File: config.mk
export PLATFORM = sky130hd
export DESIGN_NAME = button_conditioner
export DESIGN_NICKNAME = d
export VERILOG_FILES = /design/src/rtl/button_conditioner.sv
export SDC_FILE = /design/constraint.sdc
export NUM_CORES = 1
export LEC_CHECK = 0
export ABC_AREA = 0
export ABC_CLOCK_PERIOD_IN_PS = 2350
export CORE_ASPECT_RATIO = 0.5
export CORE_MARGIN = 5
export CORE_UTILIZATION = 45
export DETAILED_ROUTE_END_ITERATION = 8
export RECOVER_POWER = 100
export SLEW_MARGIN = 10
export SYNTH_ARGS = -nofsm -noshare
export SYNTH_HDL_FRONTEND = slang
export SYNTH_SLANG_ARGS = --single-unit
File: constraint.sdc
create_clock -name i_clk -period 2.35 [get_ports i_clk]
set_clock_uncertainty 0.2 [all_clocks]
set_input_delay 0.47 -clock i_clk [delete_from_list [all_inputs] [get_ports i_clk]]
set_output_delay 0.47 -clock i_clk [all_outputs]
set_load 0.05 [all_outputs]
File: src/rtl/button_conditioner.sv
// button_conditioner: conditions one raw push-button input.
//   Synchronises the raw pin, debounces it and produces a registered level
//   plus single-cycle press/release strobes. While the button is held the
//   press strobe can optionally auto-repeat after an initial delay.
//
// Ports:
//   i_clk      in   system clock
//   i_rst      in   synchronous reset, active-high
//   i_btn      in   raw asynchronous button, 1 = pressed
//   o_level    out  debounced button state
//   o_pulse    out  1-cycle strobe on debounced press and each auto-repeat
//   o_release  out  1-cycle strobe on debounced release
module button_conditioner #(
    parameter int unsigned DEFAULT_FREQ_HZ = 100_000_000,
    parameter int unsigned DEBOUNCE_MS     = 10,
    parameter int unsigned REPEAT_EN       = 1,
    parameter int unsigned REPEAT_DELAY_MS = 500,
    parameter int unsigned REPEAT_RATE_MS  = 100,
    parameter int unsigned SYNC_STAGES     = 2
) (
    input  logic i_clk,
    input  logic i_rst,
    input  logic i_btn,
    output logic o_level,
    output logic o_pulse,
    output logic o_release
);

    // Cycle counts are computed in 64 bits so large clock rates cannot overflow.
    localparam longint unsigned DB_CYC =
        (64'(DEFAULT_FREQ_HZ) * 64'(DEBOUNCE_MS)) / 64'd1000;
    localparam longint unsigned RD_CYC =
        (64'(DEFAULT_FREQ_HZ) * 64'(REPEAT_DELAY_MS)) / 64'd1000;
    localparam longint unsigned RR_CYC =
        (64'(DEFAULT_FREQ_HZ) * 64'(REPEAT_RATE_MS)) / 64'd1000;

    localparam longint unsigned MAX_AB  = (DB_CYC > RD_CYC) ? DB_CYC : RD_CYC;
    localparam longint unsigned MAX_CYC = (MAX_AB > RR_CYC) ? MAX_AB : RR_CYC;
    localparam int unsigned     CNT_W   = $clog2(MAX_CYC) + 1;

    localparam logic [CNT_W-1:0] DB_LAST = CNT_W'(DB_CYC - 64'd1);
    localparam logic [CNT_W-1:0] RD_LAST = CNT_W'(RD_CYC - 64'd1);
    localparam logic [CNT_W-1:0] RR_LAST = CNT_W'(RR_CYC - 64'd1);

    if (DB_CYC < 1) begin : gen_db_chk
        $error("button_conditioner: debounce cycle count must be >= 1");
    end
    if (RD_CYC < 1) begin : gen_rd_chk
        $error("button_conditioner: repeat delay cycle count must be >= 1");
    end
    if (RR_CYC < 1) begin : gen_rr_chk
        $error("button_conditioner: repeat rate cycle count must be >= 1");
    end
    if (SYNC_STAGES < 2) begin : gen_sync_chk
        $error("button_conditioner: SYNC_STAGES must be >= 2");
    end

    typedef enum logic [2:0] {
        StIdle,
        StDbPress,
        StHeld,
        StRpt,
        StDbRel
    } state_e;

    state_e                 state_q, state_d;
    logic [CNT_W-1:0]       cnt_q, cnt_d, cnt_inc;
    logic [SYNC_STAGES-1:0] sync_q;
    logic                   sync;
    logic                   level_q, level_d;
    logic                   pulse_q, pulse_d;
    logic                   release_q, release_d;

    assign sync = sync_q[SYNC_STAGES-1];

    // Saturate so a long hold with repeat disabled never wraps the counter.
    assign cnt_inc = (cnt_q == {CNT_W{1'b1}}) ? cnt_q : cnt_q + CNT_W'(1);

    always_ff @(posedge i_clk) begin
        if (i_rst) begin
            sync_q    <= '0;
            state_q   <= StIdle;
            cnt_q     <= '0;
            level_q   <= 1'b0;
            pulse_q   <= 1'b0;
            release_q <= 1'b0;
        end else begin
            sync_q    <= {sync_q[SYNC_STAGES-2:0], i_btn};
            state_q   <= state_d;
            cnt_q     <= cnt_d;
            level_q   <= level_d;
            pulse_q   <= pulse_d;
            release_q <= release_d;
        end
    end

    always_comb begin
        state_d   = state_q;
        cnt_d     = cnt_inc;
        level_d   = level_q;
        pulse_d   = 1'b0;
        release_d = 1'b0;
        unique case (state_q)
            StIdle: begin
                if (sync) begin
                    state_d = StDbPress;
                    cnt_d   = '0;
                end
            end
            StDbPress: begin
                if (!sync) begin
                    // Glitch shorter than the debounce window: drop silently.
                    state_d = StIdle;
                    cnt_d   = '0;
                end else if (cnt_q == DB_LAST) begin
                    state_d = StHeld;
                    cnt_d   = '0;
                    level_d = 1'b1;
                    pulse_d = 1'b1;
                end
            end
            StHeld: begin
                if (!sync) begin
                    state_d = StDbRel;
                    cnt_d   = '0;
                end else if ((REPEAT_EN != 0) && (cnt_q == RD_LAST)) begin
                    state_d = StRpt;
                    cnt_d   = '0;
                    pulse_d = 1'b1;
                end
            end
            StRpt: begin
                if (!sync) begin
                    state_d = StDbRel;
                    cnt_d   = '0;
                end else if (cnt_q == RR_LAST) begin
                    cnt_d   = '0;
                    pulse_d = 1'b1;
                end
            end
            StDbRel: begin
                if (sync) begin
                    // Release bounce: back to held, repeat delay starts over.
                    state_d = StHeld;
                    cnt_d   = '0;
                end else if (cnt_q == DB_LAST) begin
                    state_d   = StIdle;
                    cnt_d     = '0;
                    level_d   = 1'b0;
                    release_d = 1'b1;
                end
            end
            default: begin
                state_d = StIdle;
                cnt_d   = '0;
            end
        endcase
    end

    assign o_level   = level_q;
    assign o_pulse   = pulse_q;
    assign o_release = release_q;

endmodule
==> impl_metrics.toml, run 1 <==
[clock_network]
htreeDepth = 2
insertion_delay_ns = 0.29
clkTransAtPathRegs_ns = 0.07
cts_made_buffers = 5
cts_tree = "done"
cts.sinks = 35
clk_path_buf_depth = 2
ctsHoldBuffers = 0
cts-root-buf = "clkbuf_8"

[synth]
synthArstFlopShare = 0
synth_warnings = 0
synth.avg_cell_area_um2 = 8.628
synth.distinct_cells = 48
syn_nets = 225
syn-instance-count = 221
syn_area_mm2 = 0.001907
synth_edf_count = 0
synthTopCellsByArea = "dfxtp_1 37%, a21oi_1 6.3%, xnor2_1 6.0%"
synthFlopType = "dfxtp_1"
synth-seq-cells = 35
ys_seq_area_frac = 0.3675
netlist.top_cell.by_area = "dfxtp_1"
synth_top_area_share = 0.3675

[global_routing]
overflow = 0
grt_max_degree = 28
grtUsageTotal = 0.1874
grt_pass1_wl_um = 8673
grt_pass1_vias = 1800
antenna_found_initial = 0

[pwr]
p_switching_uw = 319.2
combPwrFrac = 0.129
power_frac_seq = 0.476
switching_share = 0.2390
cell_internal_pwr_mw = 1.016
p_leak_nw = 0.8586
power_frac_clock = 0.396
p_per_area_mw_per_mm2 = 521.3
ir_worst_vdd_mv = 0.3292

[timing]
setup_tns_ns = -0.2863
finalWorstSetupSlack_ns = -0.03115
setup_viol = 21
period_share = 1.013
rsz0062_at_grt = "true"
holdWs_ns = 0.2580
fin_crit_ns = 2.381
hold_viol = 0
drv_slew = 0
worstMarginPinSlew_ns = 0.6533
fmax_ghz = 0.4200
relSlewSlack = 0.5532

[worst_hold_path]
hold_class = "flop to flop"

[flow_run]
maxCapViolCount = 0

[worst_setup_path]
crit_arrival_ns = 2.34
critPathSlowestCell = "or4_4"
start_kind = "flop"
crit_path_cell_trace = "ha_4 -> nand4_1 -> or3_4 -> or4_4 -> a31oi_4 -> buf_12 -> a221oi_1"
cp.required_ns = 2.31
endpoint_kind = "flop"
critPathMaxStageDelay_ns = 0.51
path_class = "flop to flop"
critical_path.max_fanout = 14

[placed_design]
place_ws_ns = -0.1675
globalplace.congestion = 0.8645
dpl.hpwl_um = 3684
io_buffers = 5

[layout]
layout-drive-gt1-share = 0.3094
area_growth_pct = 34.38
final_common_cell = "buf_4"
layout_common_cells = "39 x buf_4, 33 x dfxtp_1, 14 x a21oi_2"
antennaDiodeCount = 0
final_nets = 269

[floorplanning]
core_mm2 = 0.004004
dieArea_mm2 = 0.005718
io_pins = 6
die_x_um = 102.1
rows = 16
initial_core_util = 0.4763
die_h_um = 56.03

[status]
status = "finished, violations left"
violations = "setup timing"

[routing]
drt_iter0_drc = 123
dr.pass1.iters = 4
wl_per_cell_um = 17.08
wirelength_um = 5450
vias_per_cell = 6.063
antenna_left = 0
num_vias = 1934
remaining_drc_errors = 0
metal layers:
metal,global-route usage,wire length (um)
met5,0,0
met1,0.2760,2615
met2,0.2622,2365
met4,0.04673,44
met3,0.05632,425
worst paths after layout:
path                            slack [ns]   endpoint  startpoint  cells past startpoint
worst max-delay path                 -0.03   cnt_q[4]    cnt_q[1]                      7
worst min-delay path                  0.26  sync_q[1]   sync_q[0]                      1
worst max register to register       -0.03   cnt_q[4]    cnt_q[1]                      7
worst min register to register        0.26  sync_q[1]   sync_q[0]                      1
cells in the mapped netlist (all sizes together) (6+ instances only):
| library cell | n |
|---|---|
| xnor2 | 13 |
| dfxtp | 35 |
| inv | 6 |
| o21ai | 6 |
| nand4 | 13 |
| a21oi | 24 |
| a22oi | 8 |
| buf | 9 |
| or3 | 9 |
| nand3 | 12 |
| nor2 | 6 |
| nor4 | 7 |
| nand2 | 12 |
power groups by stage:
stage	clock, mW	sequential, mW	combinational [mW]
4_1_cts	0.539	0.635	0.144
5_1_grt	0.567	0.639	0.189
3_5_place_dp	0	0.648	0.142
3_3_place_gp	0	0.648	0.135
2_1_floorplan	0	0.657	0.0686
6_report	0.528	0.635	0.172
logic make-up (layout without fill, tap and decap cells):
family,count (synthesis),in the layout,share of synthesized area
flip-flops,35,35,0.3675
XOR/XNOR,15,15,0.06890
multiplexers,2,2,0.01050
adder cells (fa/ha/maj),1,1,0.006561
AND/OR/NAND/NOR,89,89,0.2789
buffers and inverters,18,62,0.04855
AO/OA/AOI/OAI,61,61,0.2192
sequential cells by signal, summed over array words and instances, names as in the netlist:
signal	flops
o_release	1
o_level	1
sync_q	2
state_q	3
o_pulse	1
cnt_q	27
cell type report:
cell class | count | area, um^2
fillers | 348 | 1441
multi-input cells | 168 | 1244
flip-flops and latches | 35 | 703.2
repair buffers | 49 | 422.9
clock buffers | 6 | 72.57
well taps | 54 | 67.56
clock inverters | 1 | 30.03
inverters | 6 | 22.52
worst max-delay path: cells and delay by family, from the launching register on:
| kind | cells | cell delay [ns] |
|---|---|---|
| buffers and inverters | 1 | 0.19 |
| and+or+nand+nor | 3 | 1.02 |
| AOI/OAI and AO/OA | 2 | 0.35 |
| DFF | 1 | 0.35 |
| adders and majority gates | 1 | 0.14 |
through the flow:
| stage | instances | util | total power [mW] | instance area [um^2] |
|---|---|---|---|---|
| 2_1_floorplan | 221 | - | 0.7259 | 1926 |
| 3_3_place_gp | 307 | 0.5713 | 0.7827 | 2287 |
| 3_5_place_dp | 307 | 0.5713 | 0.7906 | 2287 |
| 4_1_cts | 314 | 0.6019 | 1.317 | 2410 |
| 5_1_grt | 319 | 0.6400 | 1.394 | 2562 |
| 6_report | 319 | 0.6400 | 1.336 | 2562 |
repair_timing:
action / in CTS / in global routing
gates resized for setup: 4 / 22
setup endpoints to repair: 32 / 29
cloned: 0 / 2
pin swaps: 0 / 2
setup buffers: 0 / 3
No activity file was read; power rests on OpenSTA's default activity.
==> inputs of run 2 (changes only) <==
SETUP_SLACK_MARGIN = 0.15   (was not set)
==> run 2 against run 1 <==
The run still ends with setup timing left. Final area grew 0.83%. Critical path depth is the same. Die area is the same. Via count shrank 0.31%. Register-to-register slack is essentially flat. Combinational power is essentially flat. First-iteration DRC count shrank 13%. Cell count shrank 0.31%. Wire length shrank 5.9%. Sequential cell count is the same. Critical path type unchanged. Largest cell class unchanged. Highest routed layer unchanged.
==> impl_metrics.toml, run 2 (synthesis gave the netlist of run 1 again) <==
[status]
status = "finished, violations left"
violations = "setup timing"

[routing]
vias_per_cell = 6.063
wirelength_um = 5131
wl_per_cell_um = 16.14
num_vias = 1928
remaining_drc_errors = 0
dr.pass1.iters = 5
drt_iter0_drc = 107
antenna_left = 0

[global_routing]
grt.busiest_layer = "met2"
grtUsageTotal = 0.1924
grt_util_met1 = 0.2717
gr-usage-met2 = 0.2872
grt_pass1_wl_um = 8852
use_met3 = 0.04881
grt_max_degree = 28
antenna_found_initial = 0
overflow = 0
grt_pass1_vias = 1864

[placed_design]
io_buffers = 5
globalplace.congestion = 0.9184
dpl.hpwl_um = 3794
place_ws_ns = -0.08012
place_area_mm2 = 0.002313

[worst_setup_path]
cp.required_ns = 2.38
critical_path.max_fanout = 7
crit_arrival_ns = 2.40
path_class = "flop to flop"
endpoint_kind = "flop"
r2r_slack_ns = -0.02
crit_path_cell_trace = "ha_4 -> nand4_1 -> or3_4 -> or4_4 -> buf_6 -> or3_4 -> a21oi_2"
start_kind = "flop"
cp_common_cell = "or3_4"
critPathMaxStageDelay_ns = 0.53
critPathSlowestCell = "or4_4"

[pwr]
p_per_area_mw_per_mm2 = 531.9
ir_worst_vdd_mv = 0.4303
finalPower_mw = 1.374
p_leak_nw = 0.8594

[clock_network]
cts.sinks = 35
clk_path_buf_depth = 2
insertion_delay_ns = 0.29
clkTransAtPathRegs_ns = 0.07
cts-root-buf = "clkbuf_8"
cts_made_buffers = 5
htreeDepth = 2
ctsHoldBuffers = 0
cts_tree = "done"

[layout]
area_growth_pct = 35.50
top_regs = "cnt_q x27, state_q x3, sync_q x2"
layout-drive-gt1-share = 0.3447
layout_common_cells = "38 x buf_4, 32 x dfxtp_1, 14 x a21oi_2"
regMostFlops = "cnt_q"
antennaDiodeCount = 0
largest_reg_flops = 27
final_area_mm2 = 0.002584
n_fill_cell = 344
final_nets = 267
postLayoutCoreUtil = 0.6453
final_common_cell = "buf_4"

[timing]
drv_slew = 0
setup_viol = 9
worstMarginPinSlew_ns = 0.5529
relSlewSlack = 0.6280
hold_viol = 0
period_share = 1.010
fmax_ghz = 0.4213
rsz0062_at_grt = "true"
holdWs_ns = 0.2653
fin_crit_ns = 2.373
finalWorstSetupSlack_ns = -0.02344

[floorplanning]
rows = 16
dieArea_mm2 = 0.005718
die_h_um = 56.03
die_x_um = 102.1
io_pins = 6
core_mm2 = 0.004004
initial_core_util = 0.4763

[worst_hold_path]
hold_class = "flop to flop"

[flow_run]
maxCapViolCount = 0
run 2: report_power, final:
part	internal, mW	switching (mW)
registers	0.618	0.0189
logic	0.0906	0.0787
clock network	0.343	0.225
run 2: cell type report:
| cell class | instances | area (um^2) | share of cell area |
|---|---|---|---|
| clock buffers | 6 | 82.58 | 0.03196 |
| clock inverters | 2 | 35.03 | 0.01356 |
| well taps | 54 | 67.56 | 0.02615 |
| multi-input cells | 168 | 1281 | 0.4959 |
| inverters | 6 | 22.52 | 0.008717 |
| flip-flops and latches | 35 | 704.4 | 0.2726 |
| repair buffers | 47 | 390.4 | 0.1511 |
run 2: per-layer routing:
| layer | share of wire | up-vias |
|---|---|---|
| li1 | - | 947 |
| met1 | 0.48 | 896 |
| met2 | 0.44 | 79 |
| met3 | 0.078 | 6 |
| met4 | 0.0099 | 0 |
| met5 | 0 | - |
run 2: worst paths after layout:
kind | endpoint | cells after the start | startpoint
hold / removal | sync_q[1] | 1 | sync_q[0]
hold reg to reg | sync_q[1] | 1 | sync_q[0]
setup / recovery | o_pulse | 7 | cnt_q[1]
setup reg to reg | o_pulse | 7 | cnt_q[1]
run 2: through the flow:
stage | cells | setup TNS (ns)
2_1_floorplan | 221 | 0
3_3_place_gp | 308 | -0.06823
3_5_place_dp | 308 | -0.2416
4_1_cts | 317 | -0.008467
5_1_grt | 318 | -1.824
6_report | 318 | -0.09659
run 2: critical path: cells and delay by family (launching register included):
family | cells | cell delay (ns)
AOI/OAI and AO/OA | 1 | 0.11
adders and majority gates | 1 | 0.14
buffers and inverters | 1 | 0.16
DFF | 1 | 0.36
and+or+nand+nor | 4 | 1.35
run 2: repair_timing:
action | 4_1_cts | 5_1_grt
pin swaps | 0 | 3
setup endpoints to repair | 33 | 33
buffers inserted | 1 | 1
gates resized for setup | 20 | 10
==> inputs of run 3 (changes only) <==
DONT_BUFFER_PORTS = 1   (was not set)
==> run 3 against run 2 <==
The flow now finishes without violations. Sequential power about the same. Via count is 4.7% lower. Sequential share of layout area grew 2.4 points. Fmax rose by 1.3%. Critical path depth did not move. Final area is 8.1% lower. First-iteration DRC count is 0.93% higher. Core utilization fell by 5.2 points. Setup slack gained 0.031 ns. Cell count is 3.8% lower. Combinational power is 21% lower. Highest routed layer unchanged.
==> impl_metrics.toml, run 3 (synthesis gave the netlist of run 1 again) <==
[floorplanning]
die_x_um = 102.1
core_mm2 = 0.004004
die_h_um = 56.03
rows = 16
io_pins = 6
dieArea_mm2 = 0.005718
initial_core_util = 0.4763

[global_routing]
grtUsageTotal = 0.1850
grt_pass1_wl_um = 8500
grt_pass1_vias = 1755
grt_util_met1 = 0.2706
use_met3 = 0.05632
grt_max_degree = 28
grt.busiest_layer = "met1"
gr-usage-met2 = 0.2622
antenna_found_initial = 0
overflow = 0

[layout]
area_growth_pct = 24.48
regMostFlops = "cnt_q"
final_nets = 255
n_fill_cell = 375
layout_common_cells = "33 x dfxtp_1, 32 x buf_4, 18 x a21oi_1"
multi_input_area_mm2 = 0.001200
seqCellArea_um2 = 703.2
antennaDiodeCount = 0
layout-drive-gt1-share = 0.2619
top_regs = "cnt_q x27, state_q x3, sync_q x2"
final_common_cell = "dfxtp_1"
fin_cells = 306
largest_reg_flops = 27

[worst_setup_path]
start_kind = "flop"
crit_arrival_ns = 2.37
path_class = "flop to flop"
cp.required_ns = 2.38
critical_path.max_fanout = 6
endpoint_kind = "flop"

[status]
status = "completed"

[pwr]
ir_worst_vdd_mv = 0.2730
p_per_area_mw_per_mm2 = 513.8
p_leak_nw = 0.7798

[timing]
drv_slew = 0
fmax_ghz = 0.4270
setup_viol = 0
holdWs_ns = 0.03169
period_share = 0.9966
worstMarginPinSlew_ns = 0.6178
relSlewSlack = 0.5775
rsz0062_at_grt = "true"
fin_crit_ns = 2.342
hold_viol = 0
finalWorstSetupSlack_ns = 0.008021

[flow_run]
maxCapViolCount = 0

[placed_design]
io_buffers = 0
dpl.hpwl_um = 3465
place_ws_ns = -0.06824
globalplace.congestion = 0.9093
placedCellCount = 295

[clock_network]
insertion_delay_ns = 0.29
clk_path_buf_depth = 2
cts-root-buf = "clkbuf_8"
ctsHoldBuffers = 0
cts_tree = "done"
htreeDepth = 2
cts_made_buffers = 5
cts.sinks = 35
clkTransAtPathRegs_ns = 0.08

[routing]
wl_per_cell_um = 15.91
wirelength_um = 4868
num_vias = 1837
remaining_drc_errors = 0
dr.pass1.iters = 4
vias_per_cell = 6.003
drt_iter0_drc = 108
antenna_left = 0

[worst_hold_path]
hold_class = "input pin to flop"
[run 3: changes by cell type in the layout (fill, tap and decap cells not counted), moves of 2 or more]
cell,previous run,this run
a21oi_1,10,18
a22oi_2,8,1
clkinvlp_4,0,2
o311ai_1,0,2
a21oi_2,14,6
a22oi_1,0,7
dlygate4sd3_1,4,0
buf_4,38,32
[run 3: per-stage QoR]
step	total power [mW]	setup TNS, ns	util	area, um^2
2_1_floorplan	0.7274	0	-	1944
3_3_place_gp	0.7721	-0.04910	0.5503	2203
3_5_place_dp	0.7776	-0.1905	0.5503	2203
4_1_cts	1.224	0	0.5809	2326
5_1_grt	1.278	-0.4790	0.5928	2374
6_report	1.220	0	0.5928	2374
[run 3: path summary, 6_finish.rpt]
check            start          to  slack [ns]  cells after the start
min              i_rst  state_q[2]        0.03                      1
max reg2reg   cnt_q[1]     o_pulse       0.008                      7
max           cnt_q[1]     o_pulse       0.008                      7
min reg2reg  sync_q[0]   sync_q[1]        0.25                      1
[run 3: critical path: stages (launching register included)]
cell,delay [ns]
dfxtp_2,0.36
ha_4,0.13
nand4_1,0.12
or3_4,0.36
or4_4,0.52
buf_6,0.15
or3_4,0.32
a21oi_2,0.11
[run 3: cell type report]
cell class	count	area share
Multi-Input combinational cell	168	0.5055
Timing Repair Buffer	35	0.1228
Tap cell	54	0.02847
Clock inverter	3	0.008434
Inverter	6	0.009489
Clock buffer	5	0.02899
Sequential cell	35	0.2963
[run 3: timing repair]
item,CTS,global route
gates resized for setup,4,9
setup buffers,2,1
pin swaps,2,2
setup endpoints to repair,33,33
[run 3: power breakdown]
group          internal, mW  total (mW)  switching [mW]
Clock                 0.206       0.451           0.244
Sequential            0.617       0.635          0.0174
Combinational        0.0699       0.134          0.0642
Total                 0.894        1.22           0.326
[run 3: per-layer routing]
| layer | wire [um] | up-vias | part of all wire |
|---|---|---|---|
| met5 | 0 | - | 0 |
| met4 | 27 | 0 | 0.0055 |
| met3 | 299 | 5 | 0.061 |
| met2 | 2092 | 44 | 0.43 |
| met1 | 2449 | 875 | 0.50 |
| li1 | - | 913 | - |
